===== src/rtl/sd_defs.sv =====
// Shared definitions for the sigma-delta input unit: mode encodings, defaults
// and the Manchester mid-bit threshold helper.
package sd_defs;

    typedef enum logic [1:0] {
        SD_MODE_RISE  = 2'b00,
        SD_MODE_FALL  = 2'b01,
        SD_MODE_MANCH = 2'b10,
        SD_MODE_RSVD  = 2'b11
    } sd_mode_e;

    localparam int         SD_SYNC_STAGES_DEF = 2;
    localparam logic [7:0] SD_MANCH_CNT_MAX   = 8'hFF;

    // Edges later than 3/4 of a bit period after the last mid-bit edge are mid-bit edges.
    function automatic logic [7:0] manch_thresh(input logic [7:0] per);
        return 8'(({2'b00, per} + {1'b0, per, 1'b0}) >> 2);
    endfunction

endpackage


===== src/rtl/sd_manch_dec.sv =====
// Manchester mid-bit recovery from the synchronised data pin.
// Only compiled when SD_MANCHESTER_EN is defined.
`ifdef SD_MANCHESTER_EN
module sd_manch_dec
    import sd_defs::*;
(
    input  logic       SYSCLK,
    input  logic       SYSRST,
    input  logic       dat_sync,
    input  logic [7:0] per,
    input  logic       en,
    output logic       strobe,
    output logic       dec_bit
);

    logic       dat_hist;
    logic [7:0] cnt;
    logic [7:0] thr;
    logic       edge_det;
    logic       take;

    assign thr      = manch_thresh(per);
    assign edge_det = dat_sync ^ dat_hist;
    assign take     = en && edge_det && (per >= 8'd4) && (cnt >= thr);

    // cnt is held saturated while idle so the first edge afterwards counts as mid-bit
    always_ff @(posedge SYSCLK or posedge SYSRST) begin
        if (SYSRST) begin
            dat_hist <= 1'b0;
            cnt      <= SD_MANCH_CNT_MAX;
            strobe   <= 1'b0;
            dec_bit  <= 1'b0;
        end else begin
            dat_hist <= dat_sync;
            strobe   <= take;
            if (take)
                dec_bit <= dat_sync;
            if (!en)
                cnt <= SD_MANCH_CNT_MAX;
            else if (take)
                cnt <= 8'd0;
            else if (cnt != SD_MANCH_CNT_MAX)
                cnt <= cnt + 8'd1;
        end
    end

endmodule
`endif


===== src/rtl/sd_input_unit.sv =====
// Sigma-delta channel front end: pin synchronisers, bit strobe recovery, clock-loss flag.
// Define SD_MANCHESTER_EN to enable Manchester decoding (mode 10) via sd_manch_dec.
module sd_input_unit
    import sd_defs::*;
#(
    parameter int SYNC_STAGES = SD_SYNC_STAGES_DEF,
    parameter int TMO_W       = 16
) (
    input  logic             SYSCLK,
    input  logic             SYSRST,
    input  logic             sd_clk_pin,
    input  logic             sd_d_pin,
    input  logic             in_en_reg,
    input  logic [1:0]       in_mode_reg,
    input  logic [7:0]       manch_per_reg,
    input  logic [TMO_W-1:0] clk_tmo_reg,
    input  logic             clk_fail_clr,
    output logic             sd_dsd_in,
    output logic             sd_clk_in,
    output logic             clk_fail
);

    sd_mode_e               mode;
    logic [SYNC_STAGES-1:0] clk_sync;
    logic [SYNC_STAGES-1:0] dat_sync;
    logic                   clk_s;
    logic                   dat_s;
    logic                   clk_hist;
    logic                   rise_p0;
    logic                   fall_p0;
    logic                   dat_p0;
    logic                   m_stb_p0;
    logic                   m_bit_p0;
    logic                   manch_en;
    logic                   strobe_nxt;
    logic                   bit_nxt;
    logic [TMO_W-1:0]       tmo;
    logic [TMO_W-1:0]       tmo_nxt;

    assign mode     = sd_mode_e'(in_mode_reg);
    assign clk_s    = clk_sync[SYNC_STAGES-1];
    assign dat_s    = dat_sync[SYNC_STAGES-1];
    assign manch_en = in_en_reg && (mode == SD_MODE_MANCH);

    // Synchronisers and edge detection; history always updates so enable/mode changes are glitch-free
    always_ff @(posedge SYSCLK or posedge SYSRST) begin
        if (SYSRST) begin
            clk_sync <= '0;
            dat_sync <= '0;
            clk_hist <= 1'b0;
            rise_p0  <= 1'b0;
            fall_p0  <= 1'b0;
            dat_p0   <= 1'b0;
        end else begin
            clk_sync <= {clk_sync[SYNC_STAGES-2:0], sd_clk_pin};
            dat_sync <= {dat_sync[SYNC_STAGES-2:0], sd_d_pin};
            clk_hist <= clk_s;
            rise_p0  <= clk_s & ~clk_hist;
            fall_p0  <= ~clk_s & clk_hist;
            dat_p0   <= dat_s;
        end
    end

`ifdef SD_MANCHESTER_EN
    sd_manch_dec u_manch (
        .SYSCLK   (SYSCLK),
        .SYSRST   (SYSRST),
        .dat_sync (dat_s),
        .per      (manch_per_reg),
        .en       (manch_en),
        .strobe   (m_stb_p0),
        .dec_bit  (m_bit_p0)
    );
`else
    logic unused_manch;
    assign unused_manch = ^{manch_per_reg, manch_en};
    assign m_stb_p0     = 1'b0;
    assign m_bit_p0     = 1'b0;
`endif

    always_comb begin
        strobe_nxt = 1'b0;
        bit_nxt    = sd_dsd_in;
        if (in_en_reg) begin
            case (mode)
                SD_MODE_RISE: if (rise_p0) begin
                    strobe_nxt = 1'b1;
                    bit_nxt    = dat_p0;
                end
                SD_MODE_FALL: if (fall_p0) begin
                    strobe_nxt = 1'b1;
                    bit_nxt    = dat_p0;
                end
                SD_MODE_MANCH: if (m_stb_p0) begin
                    strobe_nxt = 1'b1;
                    bit_nxt    = m_bit_p0;
                end
                default: ;
            endcase
        end
    end

    assign tmo_nxt = (strobe_nxt || !in_en_reg) ? '0 :
                     (&tmo)                     ? tmo : tmo + TMO_W'(1);

    // Output registers and clock-loss detector; a set beats a coincident clear
    always_ff @(posedge SYSCLK or posedge SYSRST) begin
        if (SYSRST) begin
            sd_clk_in <= 1'b0;
            sd_dsd_in <= 1'b0;
            tmo       <= '0;
            clk_fail  <= 1'b0;
        end else begin
            sd_clk_in <= strobe_nxt;
            sd_dsd_in <= bit_nxt;
            tmo       <= tmo_nxt;
            if ((clk_tmo_reg != '0) && (tmo_nxt == clk_tmo_reg))
                clk_fail <= 1'b1;
            else if (clk_fail_clr)
                clk_fail <= 1'b0;
        end
    end

endmodule

===== config.mk =====
export PLATFORM = sky130hd
export DESIGN_NAME = sd_input_unit
export DESIGN_NICKNAME = d
export VERILOG_FILES = /design/src/rtl/sd_defs.sv /design/src/rtl/sd_manch_dec.sv /design/src/rtl/sd_input_unit.sv
export SDC_FILE = /design/constraint.sdc
export NUM_CORES = 1
export LEC_CHECK = 0
export CAP_MARGIN = 20
export CORE_MARGIN = 4
export CORE_UTILIZATION = 46
export DETAILED_ROUTE_END_ITERATION = 10
export HOLD_SLACK_MARGIN = 0.08
export PLACE_DENSITY = 0.75
export SYNTH_ARGS = -nofsm -noshare
export SYNTH_HDL_FRONTEND = slang
export SYNTH_SLANG_ARGS = --single-unit

===== constraint.sdc =====
create_clock -name SYSCLK -period 2.6 [get_ports SYSCLK]
set_input_delay 0.52 -clock SYSCLK [delete_from_list [all_inputs] [get_ports SYSCLK]]
set_output_delay 0.52 -clock SYSCLK [all_outputs]
set_load 0.01 [all_outputs]

* After elaboration in Yosys (flattened, before gate mapping) *
Cells that the tools add are included.

word-level totals
  bits in registers = 27
  input port bits = 32
  output and inout port bits = 3
  logic and storage cells = 39

cells by class
  add/sub/neg operators = 1
  equal/unequal tests = 4
  muxes and demuxes = 11
  bitwise logic cells = 4
  reductions and logical operators = 9

operators with widths
  kind                   count
  $mux 16                2
  $add 16x1->16 const B  1
  $eq 16x16->1           1
  $reduce_and 16->1      1
  $reduce_bool 16->1     1
  $mux 1                 7
  $ne 2x2->1 const B     2
  $pmux 1 s2             2
  $reduce_and 4->1       1
  $reduce_bool 2->1      2
  $and 1x1->1            2
  $eq 2x1->1 const B     1
  $logic_not 2->1        1
  $not 1->1              2
  $logic_and 1x1->1      1
  $logic_not 1->1        1
  $logic_or 1x1->1       1

* Longest topological paths before layout *
Gate-level depths: netlist (run 1).

  depth in word-level cells = 8
  mapped depth = 9
  depth with buffers taken out = 8

* Least setup slack after synthesis (run 1) *
OpenSTA, ideal clock, no wires.

  path type = reg-to-reg
  start point = register tmo[0]
  end point = register clk_fail
  library setup time = 0.095 ns
  arrival time = 2.493 ns
  data required time = 2.505 ns
  setup slack = 0.011 ns
  stages on the path, launching flop included = 10
  buffers on the path = 1
  clock period less this slack = 2.589 ns
  cells stage by stage = dfrtp_1 -> ha_1 -> nand3_4 -> nor4_4 -> buf_6 -> o21ai_2 -> a222oi_1 -> nand3_1 -> or4_4 -> o32ai_2

between the ends
  cells in the longest elaborated chain, start to end = 6
  elaborated cells between the ends (all ways) = 8
  classes of those cells = add/sub (1); eq/ne (1); mux (3); reduce/logical (3)

ends and longest elaborated chain
  what                                                       RTL line              source
  from (decl)                                                sd_input_unit.sv:37   logic [TMO_W-1:0] tmo;
  from (signal assigned)                                     sd_input_unit.sv:116  tmo <= tmo_nxt;
  $add 16x1->16 / $reduce_and 16->1 (equally long branches)  sd_input_unit.sv:104  (&tmo) ? tmo : tmo + TMO_W'(1);
  $mux 16 *                                                  sd_input_unit.sv:104
  $mux 16 *                                                  sd_input_unit.sv:103  assign tmo_nxt = (strobe_nxt || !in_en_reg) ? '0 :
  $eq 16x16->1 *                                             sd_input_unit.sv:117  if ((clk_tmo_reg != '0) && (tmo_nxt == clk_tmo_reg))
  $logic_and 1x1->1 *                                        sd_input_unit.sv:117
  $mux 1 / $reduce_bool 2->1 (equally long branches)         -
  to (signal assigned)                                       sd_input_unit.sv:112  clk_fail <= 1'b0;
  to (signal assigned)                                       sd_input_unit.sv:118  clk_fail <= 1'b1;
  to (signal assigned)                                       sd_input_unit.sv:120  clk_fail <= 1'b0;
  to (decl)                                                  sd_input_unit.sv:20   output logic clk_fail

Every way passes the cells marked *; elsewhere a longest branch is shown, timed or not.
A chain may end at the register's enable or synchronous reset.

* Final worst setup path (run 1) *
  start point = register tmo[1]
  end point = register clk_fail

Same word-level chain as after synthesis.

==> results.tsv, run 1 <==
stage	metric	value	unit
power_and_ir_drop	internal power	650	µW
route	number of nets with antenna violations after routing	0	
power_and_ir_drop	combinational power share	20.7	%
route	Routed Wire Length	5290	µm
cells_and_area	Layout fillers	292	
route	DR vias/cell	5.94	
yosys	synthesized area	1760	µm²
power_and_ir_drop	share of total power in the clock network	29.2	%
timing	fin crit period	2670	ps
setup_path	Critical path buffers and inverters	0	
clocking	CTS tree	built	
yosys	Warnings, synthesis	0	
power_and_ir_drop	IR drop worst, VDD	379	µV
placement	total half-perimeter wirelength after legalization and detailed placement	3950	µm
setup_path	CP max-delay cell	sky130_fd_sc_hd__nor4_4	
power_and_ir_drop	share of power burned in registers	50.1	%
setup_path	category of the worst setup path capture point	flip-flop	
yosys	number of enable flip-flop cells after synthesis	0	
clocking	hold_buf cts	0	
setup_path	series of cell instances along the critical path	ha_4, nand3_4, nor4_4, o21ai_2, a222oi_1, nand3_1, or4_4, o32ai_2	
floorplanning	overall die height	69.8	µm
yosys	Post-Syn Nets	217	
cells_and_area	total inserted antenna cells	0	
route	number of DRC markers after the initial detailed-route iteration	203	
yosys	async set-or-reset flop fraction in the synthesized netlist	100	%
cells_and_area	layout cells sized above 1	35.1	%
route	drt pass-1 iters	5	
placement	I/O Buffers	26	
setup_path	Crit Path Class	flip-flop to flip-flop	
power_and_ir_drop	post-layout total power	884	µW
clocking	maximum clock path buffer count	2	
status	result of the run	finished, violations left	
floorplanning	Initial Util	47.7	%
timing	max-slew violation total from the final report	0	
route	routed wire length per instance	16.3	µm
floorplanning	row cnt	22	
setup_path	cell family with most CP delay	simple AND/OR/NAND/NOR gates	
timing	worst hold margin	362	ps
setup_path	Critical Path Fanout Max	7	
worst_hold_path	HP Class	flip-flop to flip-flop	
job	Max Cap Viol	0	
cells_and_area	area added between synthesis and finish	48.9	%
yosys	unique cell type count in the Yosys netlist	56	
yosys	sequential element share of the synthesized area	38.4	%
worst_hold_path	startpoint of the worst hold path	clk_sync[0]$_DFF_PP0_	
timing	maximum clock frequency	374	MHz
clocking	CTS Sinks	27	
route	DRC violations left	0	
power_and_ir_drop	P per Cell Area	338	nW/µm²
grt	wire length of the first global-routing pass	8640	µm
grt	antenna violations before repair	0	
power_and_ir_drop	static leakage power	1.12	nW
setup_path	worst stage delay on the critical path	560	ps
timing	Tightest Pin Transition	628	ps
status	violations in the final reports	setup timing	
placement	post-place instance area	2440	µm²
timing	Final Hold Fails	0	
cells_and_area	final cell utilization of the core	71.0	%
yosys	number of register bits inferred by synthesis	27	
power_and_ir_drop	switching portion of total power	26.4	%
grt	All-Layer GR Usage	22.1	%
timing	Worst slew margin	57.8	%
route	total number of vias	1925	
floorplanning	Die Area	4870	µm²
timing	Final setup viols	1	
setup_path	reg-to-reg critical path startpoint	tmo[1]$_DFF_PP0_	
cells_and_area	final instance area	2620	µm²
setup_path	arrival time of data at the critical path endpoint	2870	ps
clocking	number of levels the H-tree was split into	1	
placement	routability congestion estimate from global placement	0.944	
clocking	Worst-path clk slew	100	ps
clocking	number of buffers inserted during clock tree synthesis	3	
timing	worst setup skew after layout	4.23	ps
setup_path	launching element type of the critical path	flip-flop	
yosys	commonest register cell after synthesis	sky130_fd_sc_hd__dfrtp_1	
timing	unrepaired setup endpoints after global routing	yes	
timing	period utilization	103	%
grt	via count of the first global-routing pass	1835	
grt	global route total overflow	0	
yosys	Synth Area per Inst	9.55	µm²
setup_path	required arrival time at the worst endpoint	2800	ps
placement	pre-CTS setup slack	-467	ps
grt	maximum number of pins on one net before global-route repair	28	
setup_path	Critical Path Source	tmo[1]$_DFF_PP0_	
clocking	insertion delay to the later sink of the worst-skew pair	280	ps
cells_and_area	Net count, final	310	
yosys	Syn Inst Count	184	
floorplanning	die extent in x	69.8	µm
floorplanning	top-level I/O count	35	
power_and_ir_drop	power spent charging and discharging nets	234	µW
timing	least setup slack across all paths after layout	-70.5	ps
clocking	CTS root buf	sky130_fd_sc_hd__clkbuf_8	
floorplanning	Placeable Area	3690	µm²
worst paths after layout:
kind / endpoint / slack (ps) / cells after the start
max: clk_fail$_DFFE_PP0P_ / -70 / 8
min: clk_sync[1]$_DFF_PP0_ / 360 / 0
max reg2reg: clk_fail$_DFFE_PP0P_ / -70 / 8
min reg2reg: clk_sync[1]$_DFF_PP0_ / 360 / 0
max in group asynchronous: tmo[11]$_DFF_PP0_ / 1760 / 3
min in group asynchronous: clk_sync[0]$_DFF_PP0_ / 580 / 3
synth_stat cells, drive strengths merged, types with 2 or more instances:
library cell	n	area, µm²
a311oi	2	17.5
or4	4	36.3
nor3b	4	30.0
nand2	8	30.0
dfrtp	27	676
a21oi	6	30.0
mux2i	5	50.1
nand3	9	57.6
and3	5	35.0
o31ai	3	22.5
a22oi	2	15.0
nor2	20	75.1
o2111ai	2	17.5
nor4	6	52.6
buf	6	63.8
nor2b	4	25.0
inv	6	22.5
nor3	7	40.0
o211ai	2	15.0
clkbuf	2	8.75
xnor2	7	61.3
and4	4	36.3
nand4	9	77.6
o21ai	11	62.6
a2111oi	2	17.5
a31oi	3	18.8
cells by family after synthesis:
group / share of synthesized area, %
AND/OR/NAND/NOR: 29.9
AO/OA/AOI/OAI: 18.1
flip-flops: 38.4
adder cells (fa/ha/maj): 0.712
buffers and inverters: 5.41
XOR/XNOR: 3.99
multiplexers: 3.49
power groups by stage:
stage | logic, mW | clock network (mW) | registers [mW]
after floorplan | 0.0568 | 0 | 0.452
after global placement | 0.166 | 0 | 0.448
after detailed placement | 0.169 | 0 | 0.450
after CTS | 0.181 | 0.266 | 0.443
after global routing | 0.198 | 0.285 | 0.445
final | 0.183 | 0.258 | 0.443
final cells by class:
type                    instances  area, µm²  share of cell area [%]
multi-input cells             143       1020                    39.1
clock inverters                 1       8.76                   0.335
flip-flops and latches         27        676                    25.8
well taps                      48       60.1                    2.29
inverters                       6       22.5                   0.860
clock buffers                   3       41.3                    1.58
repair buffers                 96        785                    30.0
worst register-to-register path: stages (launching register included):
cell and delay, ps:
sky130_fd_sc_hd__dfrtp_1 410, sky130_fd_sc_hd__ha_4 170, sky130_fd_sc_hd__nand3_4 100, sky130_fd_sc_hd__nor4_4 560
sky130_fd_sc_hd__o21ai_2 110, sky130_fd_sc_hd__a222oi_1 360, sky130_fd_sc_hd__nand3_1 140, sky130_fd_sc_hd__or4_4 540
sky130_fd_sc_hd__o32ai_2 200
cells in the final DEF (no fill, tap or decap), types with 3 or more instances in the layout:
cell type | Yosys | routed
sky130_fd_sc_hd__buf_4 | 1 | 70
sky130_fd_sc_hd__nor4_1 | 5 | 5
sky130_fd_sc_hd__and4_1 | 3 | 3
sky130_fd_sc_hd__nand4_1 | 7 | 7
sky130_fd_sc_hd__inv_1 | 6 | 6
sky130_fd_sc_hd__nor3_1 | 6 | 6
sky130_fd_sc_hd__nand2_1 | 8 | 8
sky130_fd_sc_hd__nor2b_1 | 4 | 4
sky130_fd_sc_hd__a31oi_1 | 3 | 3
sky130_fd_sc_hd__o21ai_0 | 9 | 8
sky130_fd_sc_hd__mux2i_1 | 5 | 3
sky130_fd_sc_hd__clkbuf_8 | 0 | 3
sky130_fd_sc_hd__xnor2_1 | 7 | 7
sky130_fd_sc_hd__nand3_1 | 8 | 8
sky130_fd_sc_hd__o31ai_1 | 3 | 3
sky130_fd_sc_hd__a21oi_1 | 6 | 6
sky130_fd_sc_hd__clkdlybuf4s50_1 | 0 | 25
sky130_fd_sc_hd__nor2_1 | 20 | 20
sky130_fd_sc_hd__dfrtp_1 | 27 | 27
sky130_fd_sc_hd__nor3b_1 | 4 | 4
layer usage:
metal	track usage, %	wire, µm
met1	31.3	2260
met2	34.6	2410
met3	2.32	478
met4	8.51	131
met5	0	0
flip-flops by register name, summed over array words and instances (netlist names):
register   cells
sd_dsd_in      1
clk_hist       1
clk_sync       2
sd_clk_in      1
rise_p0        1
dat_p0         1
clk_fail       1
dat_sync       2
fall_p0        1
tmo           16
per-stage QoR:
step | instances | setup TNS (ps)
detailed placement | 308 | -467
global placement | 308 | -362
global route | 324 | -130
floorplan | 184 | 0
finish | 324 | -70.5
CTS | 318 | 0
timing repair:
action                     CTS  global route
gates resized for setup      8             3
pin swaps                    9             3
buffers inserted             6             6
setup endpoints to repair    1             1
Note: power is estimated with default switching activity, not from simulation.
==> inputs of run 2 (changes only) <==
Settings changed: CORE_UTILIZATION 46 to 35, PLACE_DENSITY 0.75 to not set.
==> results.tsv, run 2 (synthesized netlist as in run 1, its figures left out) <==
stage	metric	value	unit	change
status	result of the run	finished, violations left		
status	violations in the final reports	setup timing		
power_and_ir_drop	static leakage power	1.12	nW	-0.34%
grt	wire length of the first global-routing pass	8980	µm	+4.0%
clocking	number of buffers inserted during clock tree synthesis	3		unchanged
clocking	insertion delay to the later sink of the worst-skew pair	280	ps	about the same
floorplanning	row cnt	25		+14%
cells_and_area	area added between synthesis and finish	50.1	%	
setup_path	arrival time of data at the critical path endpoint	2910	ps	+40 ps
clocking	number of levels the H-tree was split into	1		unchanged
floorplanning	die extent in x	78.9	µm	+13%
clocking	Worst-path clk slew	100	ps	about the same
cells_and_area	max FFs per register	16		unchanged
cells_and_area	storage element area	676	µm²	unchanged
setup_path	required arrival time at the worst endpoint	2790	ps	about the same
timing	Tightest Pin Transition	570	ps	-58.1 ps
timing	fin crit period	2720	ps	+45.0 ps
route	number of DRC markers after the initial detailed-route iteration	142		-30%
cells_and_area	most frequent cells in the layout	sky130_fd_sc_hd__buf_4, sky130_fd_sc_hd__dfrtp_1, sky130_fd_sc_hd__clkdlybuf4s50_1		
setup_path	launching element type of the critical path	input port		
placement	pre-CTS setup slack	-457	ps	+10.5 ps
clocking	CTS Sinks	27		unchanged
power_and_ir_drop	share of total power in the clock network	28.4	%	-0.8 points
cells_and_area	Final Instance Count excl. Fillers	341		+5.2%
route	number of nets with antenna violations after routing	0		unchanged
placement	routability congestion estimate from global placement	0.909		-3.7%
cells_and_area	layout cells sized above 1	34.3	%	-0.84 points
route	drt pass-1 iters	4		-1
power_and_ir_drop	switching portion of total power	26.0	%	-0.45 points
timing	Worst slew margin	61.0	%	+3.2 points
timing	Final Hold Fails	0		unchanged
route	DRC violations left	0		unchanged
timing	maximum clock frequency	368	MHz	-1.7%
cells_and_area	Net count, final	308		-0.65%
grt	via count of the first global-routing pass	1927		+5.0%
setup_path	category of the worst setup path capture point	flip-flop		
clocking	maximum clock path buffer count	2		unchanged
power_and_ir_drop	P per Cell Area	333	nW/µm²	-1.4%
setup_path	Crit Path Class	input port to flip-flop		
floorplanning	top-level I/O count	35		unchanged
grt	All-Layer GR Usage	18.4	%	-3.7 points
timing	worst setup skew after layout	6.52	ps	+2.29 ps
cells_and_area	Layout fillers	441		+51%
route	Routed Wire Length	5220	µm	-1.2%
worst_hold_path	HP Class	flip-flop to flip-flop		
power_and_ir_drop	internal power	651	µW	about the same
placement	Post-Place Cells	333		+8.1%
clocking	CTS tree	built		
power_and_ir_drop	power spent charging and discharging nets	228	µW	-2.3%
floorplanning	Placeable Area	4790	µm²	+30%
power_and_ir_drop	combinational power share	21.2	%	+0.5 points
grt	antenna violations before repair	0		unchanged
cells_and_area	total inserted antenna cells	0		unchanged
job	Max Cap Viol	0		unchanged
clocking	CTS root buf	sky130_fd_sc_hd__clkbuf_8		
timing	max-slew violation total from the final report	0		unchanged
power_and_ir_drop	IR drop worst, VDD	275	µV	-27%
timing	Final setup viols	1		unchanged
route	DR vias/cell	5.41		-8.9%
route	routed wire length per instance	15.3	µm	-6.1%
grt	maximum number of pins on one net before global-route repair	28		unchanged
grt	global route total overflow	0		unchanged
power_and_ir_drop	share of power burned in registers	50.4	%	+0.3 points
placement	total half-perimeter wirelength after legalization and detailed placement	4130	µm	+4.4%
timing	unrepaired setup endpoints after global routing	yes		
cells_and_area	largest reg by FF count	tmo		
timing	least setup slack across all paths after layout	-116	ps	-45.0 ps
cells_and_area	most common cell after layout, fill and taps aside	sky130_fd_sc_hd__buf_4		
timing	final sum of negative setup slack	-116	ps	-45.0 ps
setup_path	Critical Path Fanout Max	3		-4
cells_and_area	Regs by FF count	tmo x16, clk_sync x2, dat_sync x2		
placement	I/O Buffers	26		unchanged
floorplanning	Initial Util	36.7	%	-11 points
floorplanning	Die Area	6220	µm²	+28%
clocking	hold_buf cts	0		unchanged
cells_and_area	Multi-input gate area	1020	µm²	unchanged
timing	period utilization	104	%	+1.7 points
floorplanning	overall die height	78.9	µm	+13%
route	total number of vias	1846		-4.1%
-- run 2: changes by cell type in the layout (fill, tap and decap cells not counted), sizes merged --
cell / before / now
buf: 70 / 68
inv: 7 / 6
clkdlybuf4s50: 25 / 26
dlygate4sd2: 1 / 0
clkinvlp: 0 / 1
-- run 2: path summary, 6_finish.rpt --
kind                                       startpoint               endpoint  slack [ps]  cells past startpoint
worst max register to register       tmo[0]$_DFF_PP0_   clk_fail$_DFFE_PP0P_        -100                      9
min in group asynchronous                      SYSRST  clk_sync[0]$_DFF_PP0_         600                      3
max in group asynchronous                      SYSRST       tmo[5]$_DFF_PP0_        1740                      3
worst max-delay path                   in_mode_reg[0]   clk_fail$_DFFE_PP0P_        -120                      9
worst min register to register  dat_sync[1]$_DFF_PP0_       dat_p0$_DFF_PP0_         360                      0
worst min-delay path            dat_sync[1]$_DFF_PP0_       dat_p0$_DFF_PP0_         360                      0
-- run 2: worst max-delay path, stage by stage --
cell                              delay, ps
sky130_fd_sc_hd__clkdlybuf4s50_1        490
sky130_fd_sc_hd__mux2i_2                300
sky130_fd_sc_hd__buf_4                  170
sky130_fd_sc_hd__nor2_1                  50
sky130_fd_sc_hd__o31a_1                 110
sky130_fd_sc_hd__a2111oi_1              360
sky130_fd_sc_hd__nand4_1                140
sky130_fd_sc_hd__or4_4                  560
sky130_fd_sc_hd__o32ai_2                200
-- run 2: power by group through the flow --
stage	logic, mW	clock network (mW)	registers, mW
3_5_place_dp	0.170	0	0.450
3_3_place_gp	0.169	0	0.448
6_report	0.187	0.250	0.443
4_1_cts	0.184	0.258	0.443
5_1_grt	0.204	0.282	0.444
2_1_floorplan	0.0568	0	0.452
-- run 2: per-stage QoR --
stage	cell area, µm²	power, mW	utilization, %	hold slack, ps
global placement	2510	0.617	52.4	335
CTS	2620	0.886	54.8	364
global route	2640	0.930	55.1	378
finish	2640	0.879	55.1	360
detailed placement	2510	0.619	52.4	339
floorplan	1760	0.509	-	331
-- run 2: cell type report --
class                           count  area share [%]
Multi-Input combinational cell    143            38.8
Timing Repair Buffer               94            29.7
Sequential cell                    27            25.6
Clock buffer                        3            1.56
Inverter                            6           0.853
Clock inverter                      1           0.284
Tap cell                           67            3.18
-- run 2: what timing repair did --
item                                    in CTS  in global routing
gates cloned                                 0                  0
endpoints found under the setup margin       1                  1
pin swaps                                    8                  5
resized for setup                            6                  1
buffers inserted                             3                  1
-- run 2: layer usage --
metal	wire, µm	GRT usage, %	vias up	part of all wire (%)
met5	0	0	-	0
met3	348	2.72	12	6.7
met1	2390	25.4	865	46
li1	-	-	889	-
met4	129	6.19	0	2.5
met2	2350	29.5	80	45
==> inputs of run 3 (changes only) <==
--- a/config.mk
+++ b/config.mk
@@ -11,3 +11,3 @@
 export DETAILED_ROUTE_END_ITERATION = 10
-export HOLD_SLACK_MARGIN = 0.08
+export HOLD_SLACK_MARGIN = 0.05
 export SYNTH_ARGS = -nofsm -noshare
==> constraint.sdc (replaced) <==
create_clock -name SYSCLK -period 2.6 [get_ports SYSCLK]
set_input_delay 0.26 -clock SYSCLK [delete_from_list [all_inputs] [get_ports SYSCLK]]
set_output_delay 0.26 -clock SYSCLK [all_outputs]
set_load 0.01 [all_outputs]
==> results.tsv, run 3 (synthesized netlist as in run 1, its figures left out) <==
stage	metric	value	unit	change
timing	max-slew violation total from the final report	0		unchanged
timing	least setup slack across all paths after layout	-72.1	ps	+43.4 ps
setup_path	CP max-delay cell	sky130_fd_sc_hd__nor4_4		
cells_and_area	most frequent cells in the layout	sky130_fd_sc_hd__buf_4, sky130_fd_sc_hd__dfrtp_1, sky130_fd_sc_hd__clkdlybuf4s50_1		
clocking	number of levels the H-tree was split into	1		unchanged
timing	fin crit period	2670	ps	-43.4 ps
floorplanning	Die Area	6220	µm²	unchanged
setup_path	Crit Path Class	flip-flop to flip-flop		
setup_path	reg-to-reg critical path startpoint	tmo[0]$_DFF_PP0_		
cells_and_area	Regs by FF count	tmo x16, clk_sync x2, dat_sync x2		
clocking	Worst-path clk slew	100	ps	about the same
setup_path	worst stage delay on the critical path	550	ps	about the same
route	number of nets with antenna violations after routing	0		unchanged
timing	unrepaired setup endpoints after global routing	yes		
power_and_ir_drop	IR drop worst, VDD	336	µV	+22%
route	DR vias/cell	5.51		+1.7%
cells_and_area	area added between synthesis and finish	47.5	%	
cells_and_area	final cell utilization of the core	54.2	%	-0.94 points
route	Routed Wire Length	5310	µm	+1.6%
route	routed wire length per instance	15.7	µm	+2.5%
placement	routability congestion estimate from global placement	0.964		+6.0%
clocking	insertion delay to the later sink of the worst-skew pair	280	ps	about the same
setup_path	category of the worst setup path capture point	flip-flop		
floorplanning	die extent in x	78.9	µm	unchanged
cells_and_area	max FFs per register	16		unchanged
clocking	number of buffers inserted during clock tree synthesis	3		unchanged
route	total number of vias	1861		+0.81%
cells_and_area	final instance area	2590	µm²	-1.7%
cells_and_area	largest reg by FF count	tmo		
setup_path	arrival time of data at the critical path endpoint	2870	ps	-40 ps
status	violations in the final reports	setup timing		
floorplanning	row cnt	25		unchanged
setup_path	series of cell instances along the critical path	ha_4, nand3_4, nor4_4, o21ai_2, a222oi_1, nand3_1, or4_4, o32ai_2		
route	number of DRC markers after the initial detailed-route iteration	198		+39%
grt	via count of the first global-routing pass	1860		-3.5%
floorplanning	top-level I/O count	35		unchanged
status	result of the run	finished, violations left		
power_and_ir_drop	P per Cell Area	335	nW/µm²	+0.71%
placement	total half-perimeter wirelength after legalization and detailed placement	4120	µm	-0.23%
setup_path	launching element type of the critical path	flip-flop		
placement	I/O Buffers	26		unchanged
worst_hold_path	HP Class	input port to asynchronous set/reset pin		
setup_path	Critical Path Fanout Max	6		+3
cells_and_area	layout cells sized above 1	33.6	%	-0.73 points
grt	antenna violations before repair	0		unchanged
floorplanning	overall die height	78.9	µm	unchanged
clocking	CTS Sinks	27		unchanged
cells_and_area	most common cell after layout, fill and taps aside	sky130_fd_sc_hd__buf_4		
clocking	CTS root buf	sky130_fd_sc_hd__clkbuf_8		
placement	post-place instance area	2450	µm²	-2.4%
grt	All-Layer GR Usage	17.9	%	-0.51 points
setup_path	r2r worst-path depth	8		-1
timing	worst setup skew after layout	4.39	ps	-2.13 ps
cells_and_area	total inserted antenna cells	0		unchanged
clocking	maximum clock path buffer count	2		unchanged
floorplanning	Initial Util	36.7	%	unchanged
clocking	CTS tree	built		
timing	Final setup viols	1		unchanged
floorplanning	Placeable Area	4790	µm²	unchanged
power_and_ir_drop	static leakage power	1.09	nW	-2.1%
grt	global route total overflow	0		unchanged
grt	wire length of the first global-routing pass	8700	µm	-3.2%
job	Max Cap Viol	0		unchanged
timing	period utilization	103	%	-1.7 points
placement	pre-CTS setup slack	-200	ps	+257 ps
timing	Final Hold Fails	0		unchanged
cells_and_area	Net count, final	305		-0.97%
route	DRC violations left	0		unchanged
timing	Worst slew margin	63.4	%	+2.3 points
grt	maximum number of pins on one net before global-route repair	28		unchanged
timing	maximum clock frequency	374	MHz	+1.6%
setup_path	Critical Path Source	tmo[0]$_DFF_PP0_		
timing	Tightest Pin Transition	549	ps	-20.3 ps
setup_path	required arrival time at the worst endpoint	2800	ps	about the same
clocking	hold_buf cts	0		unchanged
route	drt pass-1 iters	5		+1
-- run 3: critical path, delay by kind of cell (launching register included) --
family | cells | cell delay (ps)
DFF | 1 | 410
adders and majority gates | 1 | 170
and+or+nand+nor | 4 | 1330
AOI/OAI and AO/OA | 3 | 680
-- run 3: final timing paths --
path                                          to  slack, ps
max in group asynchronous    sd_clk_in$_DFF_PP0_       2000
max reg2reg                 clk_fail$_DFFE_PP0P_        -70
max                         clk_fail$_DFFE_PP0P_        -70
min reg2reg                dat_sync[1]$_DFF_PP0_        360
min                            tmo[14]$_DFF_PP0_        330
min in group SYSCLK        dat_sync[1]$_DFF_PP0_        360
-- run 3: layout make-up --
class,instances,area [µm²]
multi-input cells,143,1010
clock buffers,3,41.3
repair buffers,91,752
inverters,6,22.5
fillers,418,2190
clock inverters,1,7.51
flip-flops and latches,27,676
well taps,67,83.8
-- run 3: repair_timing --
action                     in CTS  in global routing
setup endpoints to repair       1                  2
setup buffers                  10                  0
pin swaps                       8                  4
gates resized for setup         4                  2
-- run 3: power breakdown --
part | total (mW) | switching, mW | internal [mW] | leakage [nW]
Clock | 0.256 | 0.147 | 0.109 | 0.0217
Sequential | 0.442 | 0.00814 | 0.434 | 0.357
Combinational | 0.172 | 0.0750 | 0.0968 | 0.715
-- run 3: through the flow --
step,hold WS [ps],TNS (ps),cells,total power [mW]
finish,334,-72.1,338,0.870
global route,366,-215,338,0.914
CTS,358,-147,339,0.877
detailed placement,340,-200,325,0.613
global placement,335,-147,325,0.611
floorplan,291,0,184,0.509
-- run 3: per-layer routing --
| metal | GRT usage, % | part of all wire (%) | vias to the layer above |
|---|---|---|---|
| li1 | - | - | 883 |
| met1 | 23.9 | 47 | 877 |
| met2 | 29.4 | 44 | 91 |
| met3 | 2.95 | 7.2 | 10 |
| met4 | 6.01 | 1.7 | 0 |
| met5 | 0 | 0 | - |
